### src/rtl/timestamp_fifo_rcv.sv
// Byte-serial timestamp receiver feeding a show-ahead FIFO of {sec, usec} entries.
// Optional usec format check when TIMESTAMP_FIFO_RCV_USEC_CHECK_EN is defined (adds fmt_err).
module timestamp_fifo_rcv #(
  parameter int DEPTH_LOG2 = 2
) (
  input  logic                  mclk,
  input  logic                  rst,
  input  logic                  ts_stb,
  input  logic [7:0]            ts_data,
  input  logic                  clr,
  input  logic                  ts_ack,
  output logic                  ts_valid,
  output logic [31:0]           ts_sec,
  output logic [19:0]           ts_usec,
  output logic [DEPTH_LOG2:0]   ts_count,
  output logic                  busy,
  output logic                  overflow
`ifdef TIMESTAMP_FIFO_RCV_USEC_CHECK_EN
  ,
  output logic                  fmt_err
`endif
);

  localparam int DEPTH = 1 << DEPTH_LOG2;
  localparam logic [DEPTH_LOG2:0]   FULL_CNT = {1'b1, {DEPTH_LOG2{1'b0}}};
  localparam logic [DEPTH_LOG2:0]   CNT_ONE  = 1;
  localparam logic [DEPTH_LOG2-1:0] PTR_ONE  = 1;

  typedef enum logic {S_IDLE, S_RCV} state_t;

  state_t                state_q, state_d;
  logic [2:0]            b_q, b_d;
  logic [31:0]           sec_q, sec_d;
  logic [19:0]           usec_q, usec_d;
  logic                  push_req, push_msg;

  logic [51:0]           mem_q [DEPTH];
  logic [DEPTH_LOG2-1:0] wptr_q, wptr_d, rptr_q, rptr_d;
  logic [DEPTH_LOG2:0]   count_q, count_d;
  logic [31:0]           head_sec_q;
  logic [19:0]           head_usec_q;
  logic [51:0]           new_entry, head_d;
  logic                  overflow_q;
  logic                  full, pop, push, ovf_set;

`ifdef TIMESTAMP_FIFO_RCV_USEC_CHECK_EN
  logic hi_err_q, hi_err_d;
  logic fmt_err_q;
  logic fmt_bad;
`endif

  // Receiver: byte index walks 0..7; a strobe mid-message restarts at byte 0.
  always_comb begin
    state_d  = state_q;
    b_d      = b_q;
    sec_d    = sec_q;
    usec_d   = usec_q;
    push_req = 1'b0;
`ifdef TIMESTAMP_FIFO_RCV_USEC_CHECK_EN
    hi_err_d = hi_err_q;
`endif
    case (state_q)
      S_IDLE: begin
        if (ts_stb) begin
          state_d = S_RCV;
          b_d     = '0;
        end
      end
      S_RCV: begin
        if (ts_stb) begin
          b_d = '0;
        end else begin
          b_d = b_q + 3'd1;
          case (b_q)
            3'd0: sec_d[7:0]    = ts_data;
            3'd1: sec_d[15:8]   = ts_data;
            3'd2: sec_d[23:16]  = ts_data;
            3'd3: sec_d[31:24]  = ts_data;
            3'd4: usec_d[7:0]   = ts_data;
            3'd5: usec_d[15:8]  = ts_data;
            3'd6: begin
              usec_d[19:16] = ts_data[3:0];
`ifdef TIMESTAMP_FIFO_RCV_USEC_CHECK_EN
              hi_err_d = |ts_data[7:4];
`endif
            end
            default: begin
              push_req = 1'b1;
              state_d  = S_IDLE;
            end
          endcase
        end
      end
    endcase
  end

`ifdef TIMESTAMP_FIFO_RCV_USEC_CHECK_EN
  // ts_data here is u3, sampled in the same cycle as the push request.
  assign fmt_bad  = hi_err_q | (|ts_data) | (usec_q >= 20'd1000000);
  assign push_msg = push_req & ~fmt_bad;
  assign fmt_err  = fmt_err_q;
`else
  assign push_msg = push_req;
`endif

  assign new_entry = {sec_q, usec_q};
  assign full      = (count_q == FULL_CNT);
  assign pop       = ts_ack & (count_q != '0);
  assign push      = push_msg & (~full | pop);
  assign ovf_set   = push_msg & full & ~pop;

  // FIFO bookkeeping; the new entry bypasses memory when it becomes the head.
  always_comb begin
    count_d = count_q;
    if (push && !pop)      count_d = count_q + CNT_ONE;
    else if (pop && !push) count_d = count_q - CNT_ONE;
    wptr_d = push ? wptr_q + PTR_ONE : wptr_q;
    rptr_d = pop  ? rptr_q + PTR_ONE : rptr_q;
    if (push && (wptr_q == rptr_d)) head_d = new_entry;
    else                            head_d = mem_q[rptr_d];
  end

  always_ff @(posedge mclk) begin
    if (rst || clr) begin
      state_q     <= S_IDLE;
      b_q         <= '0;
      wptr_q      <= '0;
      rptr_q      <= '0;
      count_q     <= '0;
      head_sec_q  <= '0;
      head_usec_q <= '0;
      overflow_q  <= 1'b0;
`ifdef TIMESTAMP_FIFO_RCV_USEC_CHECK_EN
      hi_err_q    <= 1'b0;
      fmt_err_q   <= 1'b0;
`endif
    end else begin
      state_q <= state_d;
      b_q     <= b_d;
      wptr_q  <= wptr_d;
      rptr_q  <= rptr_d;
      count_q <= count_d;
      if (count_d != '0) begin
        head_sec_q  <= head_d[51:20];
        head_usec_q <= head_d[19:0];
      end
      if (ovf_set) overflow_q <= 1'b1;
`ifdef TIMESTAMP_FIFO_RCV_USEC_CHECK_EN
      hi_err_q <= hi_err_d;
      if (push_req && fmt_bad) fmt_err_q <= 1'b1;
`endif
    end
  end

  always_ff @(posedge mclk) begin
    sec_q  <= sec_d;
    usec_q <= usec_d;
    if (push) mem_q[wptr_q] <= new_entry;
  end

  assign ts_valid = (count_q != '0);
  assign ts_sec   = head_sec_q;
  assign ts_usec  = head_usec_q;
  assign ts_count = count_q;
  assign busy     = (state_q == S_RCV);
  assign overflow = overflow_q;

endmodule

### config.mk
export PLATFORM = sky130hd
export DESIGN_NAME = timestamp_fifo_rcv
export DESIGN_NICKNAME = d
export VERILOG_FILES = /design/src/rtl/timestamp_fifo_rcv.sv
export SDC_FILE = /design/constraint.sdc
export NUM_CORES = 1
export LEC_CHECK = 0
export CORE_ASPECT_RATIO = 1.75
export CORE_MARGIN = 4
export CORE_UTILIZATION = 30
export DETAILED_ROUTE_END_ITERATION = 16
export HOLD_SLACK_MARGIN = 0.06
export MAX_ROUTING_LAYER = met4
export PLACE_DENSITY_LB_ADDON = 0.05
export SLEW_MARGIN = 30
export SYNTH_ARGS = -nofsm -noshare
export SYNTH_HDL_FRONTEND = slang
export SYNTH_SLANG_ARGS = --single-unit
export TNS_END_PERCENT = 1
### constraint.sdc
create_clock -name mclk -period 6.2 [get_ports mclk]
set_input_delay 0.93 -clock mclk [delete_from_list [all_inputs] [get_ports mclk]]
set_output_delay 0.93 -clock mclk [all_outputs]
set_load 0.005 [all_outputs]
==> Word-level counts from Yosys, hierarchy flattened <==
Memories as Yosys holds them, arrays and structs flattened. A register that Yosys moved wholly into a read port is not among the register bits.
Index checks and enable logic that the tools add are counted.
{ "op_classes": {"multipliers": 0, "muxes": 15, "reduce_logical": 16, "n_bitwise": 9, "shift": 0, "add_sub_neg": 5, "n_eq_ne": 8, "order_cmp": 0, "div": 0} }
{ "op_table": {"columns": ["operator", "n"], "rows": [
  ["3-bit AND reduction", 7],
  ["3-bit equality test (second input constant)", 4],
  ["3-bit 2-to-1 mux", 4],
  ["1-bit 2-to-1 mux", 8],
  ["7-bit OR reduction", 1],
  ["3-bit by 1-bit adder with 3-bit output (second input constant)", 2],
  ["3-bit by 2-bit equality test with 1-bit output (second input constant)", 2],
  ["3-bit one-hot mux with 2 select lines", 1],
  ["3-bit nonzero test", 2],
  ["2-bit by 1-bit adder with 2-bit output (second input constant)", 2],
  ["1-bit bitwise AND", 4],
  ["1-bit inverter", 4],
  ["3-bit by 1-bit equality test with 1-bit output (second input constant)", 1],
  ["3-bit zero test", 1],
  ["3-bit by 1-bit subtractor with 3-bit output (second input constant)", 1],
  ["1-bit logical AND", 2],
  ["1-bit zero test", 2],
  ["2-bit 2-to-1 mux", 1],
  ["2-bit inequality test (second input constant)", 1],
  ["1-bit one-hot mux with 2 select lines", 1],
  ["1-bit logical OR", 1],
  ["1-bit OR", 1]
]} }
{ "totals": {"mem_bits_ro": 0, "latch_bits": 0, "inputBits": 13, "ff_bits": 64, "mem_bits_rw": 208, "mem_count": 1} }
{ "memory_table": {"columns": ["name", "depth", "width", "rd", "rd_clocked_by_memory_dff", "write_ports", "line", "source"], "rows": [
  ["mem_q", 4, 52, 1, 1, 1, "37", "logic [51:0] mem_q [DEPTH];"]
]} }

==> Longest topological paths before layout <==
Gate-level depths: netlist (run 1).
{ "depth": {"depth_word": 11, "ltp_mapped": 11, "ltp_nobuf": 9} }

==> Worst setup path before layout (run 1) <==
Ideal clock, no wire load.
{ "synth_path": {"path_kind": "input to register", "from": "input port ts_stb", "to": "memory mem_q[0][0] (enable)", "stages": 5, "setup_slack_ps": 2793, "arrival_ps": 2992, "path_buffers": 1, "setup_ps": 415, "cell_sequence": "and2b_1 clkbuf_2 nand2_1 nor2_1 and2_1"} }
{ "synth_via": {"elab_chain_len": 5} }
{ "synth_lines": {"columns": ["element", "line", "source"], "rows": [
  ["from (decl)", "8", "input logic ts_stb,"],
  ["1-bit 2-to-1 mux", "70", "if (ts_stb) begin"],
  ["1-bit 2-to-1 mux", "62", "case (state_q)"],
  ["1-bit bitwise AND", "109", "assign push = push_msg & (~full | pop);"],
  ["1-bit 2-to-1 mux", "158", "if (push) mem_q[wptr_q] <= new_entry;"],
  ["1-bit 2-to-1 mux (not written as such)", "158", null],
  ["to (decl)", "37", null]
]} }
Every way passes these cells.

==> Worst setup path in the final report (run 1) <==
{ "layout_path": {"from": "input port ts_stb", "to": "register head_sec_q[8] (netlist: ts_sec[8]) (read register of mem_q)"} }
{ "layout_via": {"elab_chain_len": 8} }
{ "layout_lines": {"columns": ["element", "line", "source"], "rows": [
  ["1-bit 2-to-1 mux *", "70", null],
  ["1-bit 2-to-1 mux *", "62", null],
  ["1-bit bitwise AND *", "109", null],
  ["1-bit zero test", "116", "else if (pop && !push) count_d = count_q - CNT_ONE;"],
  ["1-bit logical AND", "116", null],
  ["3-bit 2-to-1 mux", "116", null],
  ["3-bit 2-to-1 mux *", "115", "if (push && !pop) count_d = count_q + CNT_ONE;"],
  ["3-bit nonzero test *", "143", "if (count_d != '0) begin"],
  ["to (decl)", "40", "logic [31:0] head_sec_q;"]
]} }
Every way passes the cells marked *; elsewhere a longest branch is shown, timed or not.
A chain may end at the register's enable or synchronous reset.

==> results of run 1 <==
worst max-delay path: cells and delay by family:
family | cells | cell delay, ns
AND/OR/NAND/NOR | 3 | 1.12
buffers and inverters | 2 | 1.07
AO/OA/AOI/OAI | 3 | 1.13
power breakdown:
part / leakage [nW] / switching [W] / total [W] / internal (W)
combinational: 1.45 / 0.0000353 / 0.0000518 / 0.0000165
clock: 0.531 / 0.000813 / 0.00199 / 0.00118
sequential: 2.85 / 0.00000326 / 0.00233 / 0.00233
total: 4.84 / 0.000851 / 0.00438 / 0.00352
cell usage in the layout, fill, tap and decap left out, drive strengths merged, types with 2 or more instances in the layout:
cell / n
dfxtp: 64
clkdlybuf4s50: 70
buf: 12
clkbuf: 48
edfxtp: 260
nand4: 2
o21ai: 3
bufinv: 2
nor2: 13
nand2: 61
and3: 8
xnor2: 5
or3: 2
a221oi: 52
nor3: 2
a21oi: 58
nand2b: 2
and2: 6
a311oi: 2
mux4: 52
nor4: 2
or2: 2
mux2i: 2
clkinv: 12
ha: 12
inv: 61
registers in the layout, indices dropped and copies added (netlist names):
register and cells:
ts_sec 32, busy 1, b_q 3, ts_usec 20
sec_q 32, ts_count 3, rptr_q 2, mem_q 208
usec_q 20, wptr_q 2, overflow 1
logic make-up (layout without fill, tap and decap cells):
family | Yosys count | after routing | share of synthesized area
compound gates | 123 | 123 | 0.07375
buf+inv | 103 | 205 | 0.03423
xor+xnor | 5 | 5 | 0.003565
flops | 324 | 324 | 0.7399
fa+ha+maj | 12 | 12 | 0.01222
simple gates | 104 | 104 | 0.03932
mux | 54 | 54 | 0.09697
area by class of cell:
| cell class | instances | area [µm²] |
|---|---|---|
| well taps | 544 | 680.7 |
| clock buffers | 48 | 977.2 |
| repair buffers | 82 | 853.3 |
| multi-input cells | 298 | 2818 |
| flip-flops and latches | 324 | 9089 |
| inverters | 61 | 229.0 |
| fillers | 3870 | 25540 |
| clock inverters | 14 | 110.1 |
layer usage:
layer	track usage	wire length (µm)	part of all wire	vias up
met4	0.03842	599	0.019	0
met5	-	0	0	-
li1	-	-	-	2951
met1	0.1817	13510	0.43	3497
met3	0.02316	1307	0.042	46
met2	0.2490	15940	0.51	146
per-stage QoR:
step	cells	total power (W)	util
floorplan	725	0.002395	-
global placement	1305	0.002430	0.3373
detailed placement	1309	0.002430	0.3392
CTS	1371	0.004447	0.3662
global route	1371	0.004538	0.3662
finish	1371	0.004376	0.3662
path summary, 6_finish.rpt:
kind | end | start | slack, ns | depth (start not counted)
max | ts_sec[8] | ts_stb | 2.31 | 8
min | ts_sec[2] | ts_sec[2] | 0.46 | 2
max reg2reg | ts_sec[8] | b_q[0] | 2.39 | 9
min reg2reg | ts_sec[2] | ts_sec[2] | 0.46 | 2
==> out/qor.log, run 1 <==
qor: route.routed_wl 31.35 mm
qor: clock_network.cts_tree built
qor: route.drc 0
qor: logic_synthesis.avgSynthCellArea 16.94 µm²
qor: setup_path.setup.worst_path.class in -> reg
qor: timing.max_slew_margin 0.4399
qor: route.remaining_antenna_violation_count_after_routing 0
qor: logic_synthesis.area_share_of_the_largest_cell_type_after_synthesis 0.6356
qor: die.die_outline_area 44370 µm²
qor: logic_synthesis.synth.lib_cells_used.distinct 41
qor: clock_network.clk_transition_reported_paths 0.06 ns
qor: logic_synthesis.synth_async_sr_flop_share 0
qor: grt.grt_usage 0.1457
qor: clock_network.clock_sink_count 324
qor: timing.skew 0.01190 ns
qor: setup_path.slowest_delay 0.67 ns
qor: grt.grt_max_degree 105
qor: logic_synthesis.synth_most_common_cell sky130_fd_sc_hd__edfxtp_1
qor: die.num_rows 97
qor: grt.grt_antenna_before_repair 0
qor: pwr.worst_ir_drop_vdd 0.1832 mV
qor: placement.portBuffers 70
qor: placement.place_congestion 0.7346
qor: grt.grt_first_pass_wirelength 46.95 mm
qor: logic_synthesis.synthesis.area 12280 µm²
qor: grt.first_global_vias 7263
qor: logic_synthesis.yosys-top-cells-count 260 x sky130_fd_sc_hd__edfxtp_1, 64 x sky130_fd_sc_hd__dfxtp_1, 61 x sky130_fd_sc_hd__inv_1, 61 x sky130_fd_sc_hd__nand2_1, 58 x sky130_fd_sc_hd__a21oi_1
qor: timing.grt_setup_unrepaired no
qor: timing.hold_viol_final 0
qor: clock_network.cts.repair.resized 0
qor: pwr.power-per-cell-area 296.5 nW/µm²
qor: logic_synthesis.netlist_instances 725
qor: die.boundaryPins 71
qor: timing.worst-slew-pin-transition 0.8402 ns
qor: timing.final-max-slew-violation-count 0
qor: route.dr.pass1.iters 6
qor: logic_synthesis.postSynthRegisterBits 324
qor: die.die-height 275.7 µm
qor: final_layout.postLayoutCellArea 14760 µm²
qor: logic_synthesis.synthesis.yosys.warnings 0
qor: timing.finalWorstPathRequiredPeriod 3.885 ns
qor: timing.holdWs 0.4598 ns
qor: clock_network.cts.repair_timing.setup_buffer_count 0
qor: logic_synthesis.dominantRegCellSynth sky130_fd_sc_hd__edfxtp_1
qor: die.placeableCoreArea 40290 µm²
qor: worst_hold_path.worstHoldPathType reg -> reg
qor: route.dr.first_iter.drc_count 367
qor: die.start_util 0.3048
qor: setup_path.crit_required 6.60 ns
qor: clock_network.clock_root_buffer sky130_fd_sc_hd__clkbuf_16
qor: placement.post_dp_cell_area 13670 µm²
qor: logic_synthesis.synth_top_cell_by_area sky130_fd_sc_hd__edfxtp_1
qor: route.num_vias 6640
qor: logic_synthesis.synth.top_cells.by_area sky130_fd_sc_hd__edfxtp_1 64%, sky130_fd_sc_hd__dfxtp_1 10%, sky130_fd_sc_hd__mux4_2 9.5%, sky130_fd_sc_hd__a221oi_1 3.1%, sky130_fd_sc_hd__a21oi_1 2.4%
qor: logic_synthesis.synth-edff-count 260
qor: final_layout.layout-drive-gt1-share 0.1584
qor: setup_path.kind_of_start_point_of_the_critical_path input pin
qor: final_layout.nets 826
qor: timing.setup-violations-final 0
qor: logic_synthesis.mappedNetlistNets 750
qor: setup_path.path_max_fanout 32
qor: placement.place_ws 1.802 ns
qor: setup_path.timing.critical_path.slowest_stage_cell sky130_fd_sc_hd__o21a_2
qor: placement.detailedPlacementHpwl 17.02 mm
qor: run.max-cap-violations 0
qor: route.wl_per_cell 22.87 µm
qor: clock_network.ctsHtreeMaxLevel 2
qor: grt.grt_remaining_overflow 0
qor: timing.final.setup.tns 0 ns
qor: timing.setup_slack 2.315 ns
qor: pwr.leakagePower 4.837 nW
qor: route.routed_via_density 4.843
qor: final_layout.synthToLayoutAreaGrowth 20.14%
qor: setup_path.critical_path_arrival 4.29 ns
qor: setup_path.critPathCaptureType register
qor: timing.final_min_period_over_clock_period 0.6267
qor: final_layout.antenna_cells 0
qor: clock_network.worst_case_clock_buffer_depth 3
qor: clock_network.worst_skew_pair.late_latency 0.51 ns
qor: clock_network.cts-hold-fix-buffers 0
qor: setup_path.cell_breakdown_of_the_critical_path clkdlybuf4s50_1, and2b_1, nand2_1, nor2_1, o21a_2, buf_4, a21oi_1, a221oi_1
qor: run_status.run_status complete, no violations
qor: logic_synthesis.share_of_the_yosys_chip_area_belonging_to_registers 0.7399
qor: die.die_w 161.0 µm
qor: clock_network.cts_inserted_buffers 34
qor: timing.timing.fmax 257.4 MHz
(Power assumes the default switching activity.)
==> inputs of run 2 (changes only) <==
clock period = 3.8 ns   (was 6.2 ns; I/O delays follow)
==> run 2 against run 1 <==
Via count about the same. Clock-buffer cell count up 3. Design area grew 0.94%. Critical path type is now reg -> reg.
==> out/qor.log, run 2 (same netlist as run 1, synthesis figures left out) <==
qor: run_status.run_status complete, no violations
qor: setup_path.critical_path_arrival 3.42 ns [-0.87 ns]
qor: grt.first_global_vias 7146 [-1.6%]
qor: placement.post_dp_cell_area 13780 µm² [+0.83%]
qor: route.dr.pass1.iters 5 [-1]
qor: final_layout.antenna_cells 0 [unchanged]
qor: die.die_w 161.0 µm [unchanged]
qor: pwr.worst_ir_drop_vdd 0.2393 mV [+31%]
qor: placement.detailedPlacementHpwl 17.02 mm [about the same]
qor: timing.max_slew_margin 0.4148 [-0.02504]
qor: pwr.p_int 0.005825 W [+65%]
qor: route.routed_via_density 4.828 [-0.32%]
qor: clock_network.clock_sink_count 324 [unchanged]
qor: route.wl_per_cell 22.52 µm [-1.5%]
qor: final_layout.postLayoutCellArea 14900 µm² [+0.94%]
qor: setup_path.critical_path.startpoint b_q[0]
qor: clock_network.worst_skew_pair.late_latency 0.51 ns [about the same]
qor: die.die_outline_area 44370 µm² [unchanged]
qor: setup_path.critical-path-top-cell-by-count sky130_fd_sc_hd__ha_1
qor: grt.grt_usage 0.1452 [-0.0004387]
qor: final_layout.final_cell_mix 260 x sky130_fd_sc_hd__edfxtp_1, 70 x sky130_fd_sc_hd__clkdlybuf4s50_1, 64 x sky130_fd_sc_hd__dfxtp_1
qor: final_layout.fill_cells 3851 [-0.49%]
qor: pwr.power.combinational.fraction 0.012 [about the same]
qor: timing.setup-violations-final 0 [unchanged]
qor: worst_hold_path.worstHoldPathType reg -> reg
qor: setup_path.reg2regPathDepth 9 [unchanged]
qor: placement.portBuffers 70 [unchanged]
qor: route.routed_wl 30.96 mm [-1.2%]
qor: clock_network.cts_tree built
qor: timing.grt_setup_unrepaired no
qor: timing.finalWorstPathRequiredPeriod 3.016 ns
qor: final_layout.layout-drive-gt1-share 0.1697 [+0.01127]
qor: pwr.power-per-cell-area 484.8 nW/µm² [+63%]
qor: setup_path.crit_required 4.21 ns [-2.39 ns]
qor: final_layout.synthToLayoutAreaGrowth 21.27%
qor: clock_network.clk_transition_reported_paths 0.06 ns [about the same]
qor: setup_path.cell_breakdown_of_the_critical_path ha_1, ha_1, nor4_4, nand3_1, or3_1, a311oi_4, buf_12, a21oi_1, a221oi_1
qor: setup_path.critPathCaptureType register
qor: timing.final-max-slew-violation-count 0 [unchanged]
qor: run.max-cap-violations 0 [unchanged]
qor: clock_network.cts_inserted_buffers 34 [unchanged]
qor: pwr.seqPwrFrac 0.526 [-0.006]
qor: clock_network.cts-hold-fix-buffers 0 [unchanged]
qor: setup_path.rrSetupSlack 0.78 ns [-1.61 ns]
qor: timing.hold_viol_final 0 [unchanged]
qor: setup_path.timing.critical_path.slowest_stage_cell sky130_fd_sc_hd__nor4_4
qor: die.start_util 0.3048 [unchanged]
qor: route.dr.first_iter.drc_count 363 [-1.1%]
qor: setup_path.critical_path.reg2reg.endpoint ts_usec[16]
qor: setup_path.timing.critical_path.to ts_usec[16]
qor: setup_path.path_max_fanout 52 [+63%]
qor: clock_network.ctsHtreeMaxLevel 2 [unchanged]
qor: timing.final.setup.tns 0 ns [unchanged]
qor: clock_network.worst_case_clock_buffer_depth 3 [unchanged]
qor: final_layout.nets 832 [+0.73%]
qor: pwr.report.power.total 0.007221 W [+65%]
qor: pwr.power.share.clock 0.462 [+0.006]
qor: timing.timing.fmax 331.5 MHz
qor: pwr.leakagePower 4.905 nW [+1.4%]
qor: final_layout.regMostFlops mem_q
qor: clock_network.clock_root_buffer sky130_fd_sc_hd__clkbuf_16
qor: placement.place_congestion 0.7416 [+0.95%]
qor: die.boundaryPins 71 [unchanged]
qor: grt.grt_max_degree 53 [-50%]
qor: clock_network.cts.repair_timing.setup_buffer_count 0 [unchanged]
qor: final_layout.largest_register_ff_count 208 [unchanged]
qor: final_layout.mostFrequentLayoutCell sky130_fd_sc_hd__edfxtp_1
qor: setup_path.kind_of_start_point_of_the_critical_path register
qor: grt.grt_remaining_overflow 0 [unchanged]
qor: timing.final_min_period_over_clock_period 0.7938
qor: route.drc 0 [unchanged]
qor: timing.holdWs 0.4650 ns [+0.005208 ns]
qor: timing.skew 0.01406 ns [+0.002160 ns]
qor: grt.grt_antenna_before_repair 0 [unchanged]
qor: grt.grt_first_pass_wirelength 46.63 mm [-0.69%]
qor: timing.worst-slew-pin-transition 0.8777 ns [+0.03756 ns]
qor: pwr.switching_power 0.001396 W [+64%]
qor: route.remaining_antenna_violation_count_after_routing 0 [unchanged]
qor: die.placeableCoreArea 40290 µm² [unchanged]
qor: setup_path.setup.worst_path.class reg -> reg
qor: setup_path.rr_startpoint b_q[0]
qor: die.die-height 275.7 µm [unchanged]
qor: clock_network.cts.repair.resized 0 [unchanged]
qor: route.num_vias 6638 [-0.030%]
qor: final_layout.postLayoutCoreUtil 0.3697 [+0.003447]
qor: die.num_rows 97 [unchanged]
qor: setup_path.slowest_delay 0.42 ns [-0.25 ns]
qor: pwr.switching_share 0.1933 [-0.001210]
-- run 2: power by group through the flow --
stage / clock network, W / logic (W) / registers (W)
after floorplan: 0 / 0.0000329 / 0.00387
after global placement: 0 / 0.0000913 / 0.00388
after detailed placement: 0 / 0.0000908 / 0.00388
after CTS: 0.00346 / 0.0000912 / 0.00380
after global routing: 0.00361 / 0.0000948 / 0.00380
final: 0.00333 / 0.0000875 / 0.00380
-- run 2: worst max-delay path: cells and delay by family (launching register included) --
| family | cells | cell delay [ns] |
|---|---|---|
| adder cells (fa/ha/maj) | 2 | 0.44 |
| flip-flops | 1 | 0.35 |
| AND/OR/NAND/NOR | 3 | 1.03 |
| buffers and inverters | 1 | 0.33 |
| AO/OA/AOI/OAI | 3 | 0.75 |
-- run 2: how the worst min path moves through the flow --
stage	from	to	slack (ns)	depth (start not counted)
2_1_floorplan	ts_sec[0]	ts_sec[0]	0.46	2
3_3_place_gp	ts_sec[3]	ts_sec[3]	0.45	2
3_5_place_dp	ts_sec[1]	ts_sec[1]	0.46	2
4_1_cts	ts_sec[1]	ts_sec[1]	0.47	2
5_1_grt	ts_sec[1]	ts_sec[1]	0.48	2
6_report	ts_sec[0]	ts_sec[0]	0.46	2
-- run 2: metrics by stage --
step / instances / setup WS, ns
after floorplan: 725 / 0.5670
after global placement: 1315 / 0.4409
after detailed placement: 1315 / 0.5023
after CTS: 1375 / 0.7306
after global routing: 1375 / 0.4607
final: 1375 / 0.7835
-- run 2: layout make-up --
class / count / area [µm²] / area share
timing repair buffer: 88 / 960.9 / 0.06451
clock inverter: 9 / 126.4 / 0.008484
sequential: 324 / 9089 / 0.6102
inverter: 61 / 229.0 / 0.01537
clock buffer: 51 / 985.9 / 0.06619
multi-input combinational: 298 / 2824 / 0.1896
tap: 544 / 680.7 / 0.04570
-- run 2: routing by layer --
layer / vias to the layer above / track usage / wire [µm]
li1: 2974 / - / -
met1: 3454 / 0.1784 / 13000
met2: 169 / 0.2540 / 16180
met3: 41 / 0.01942 / 1158
met4: 0 / 0.03842 / 626
met5: - / - / 0
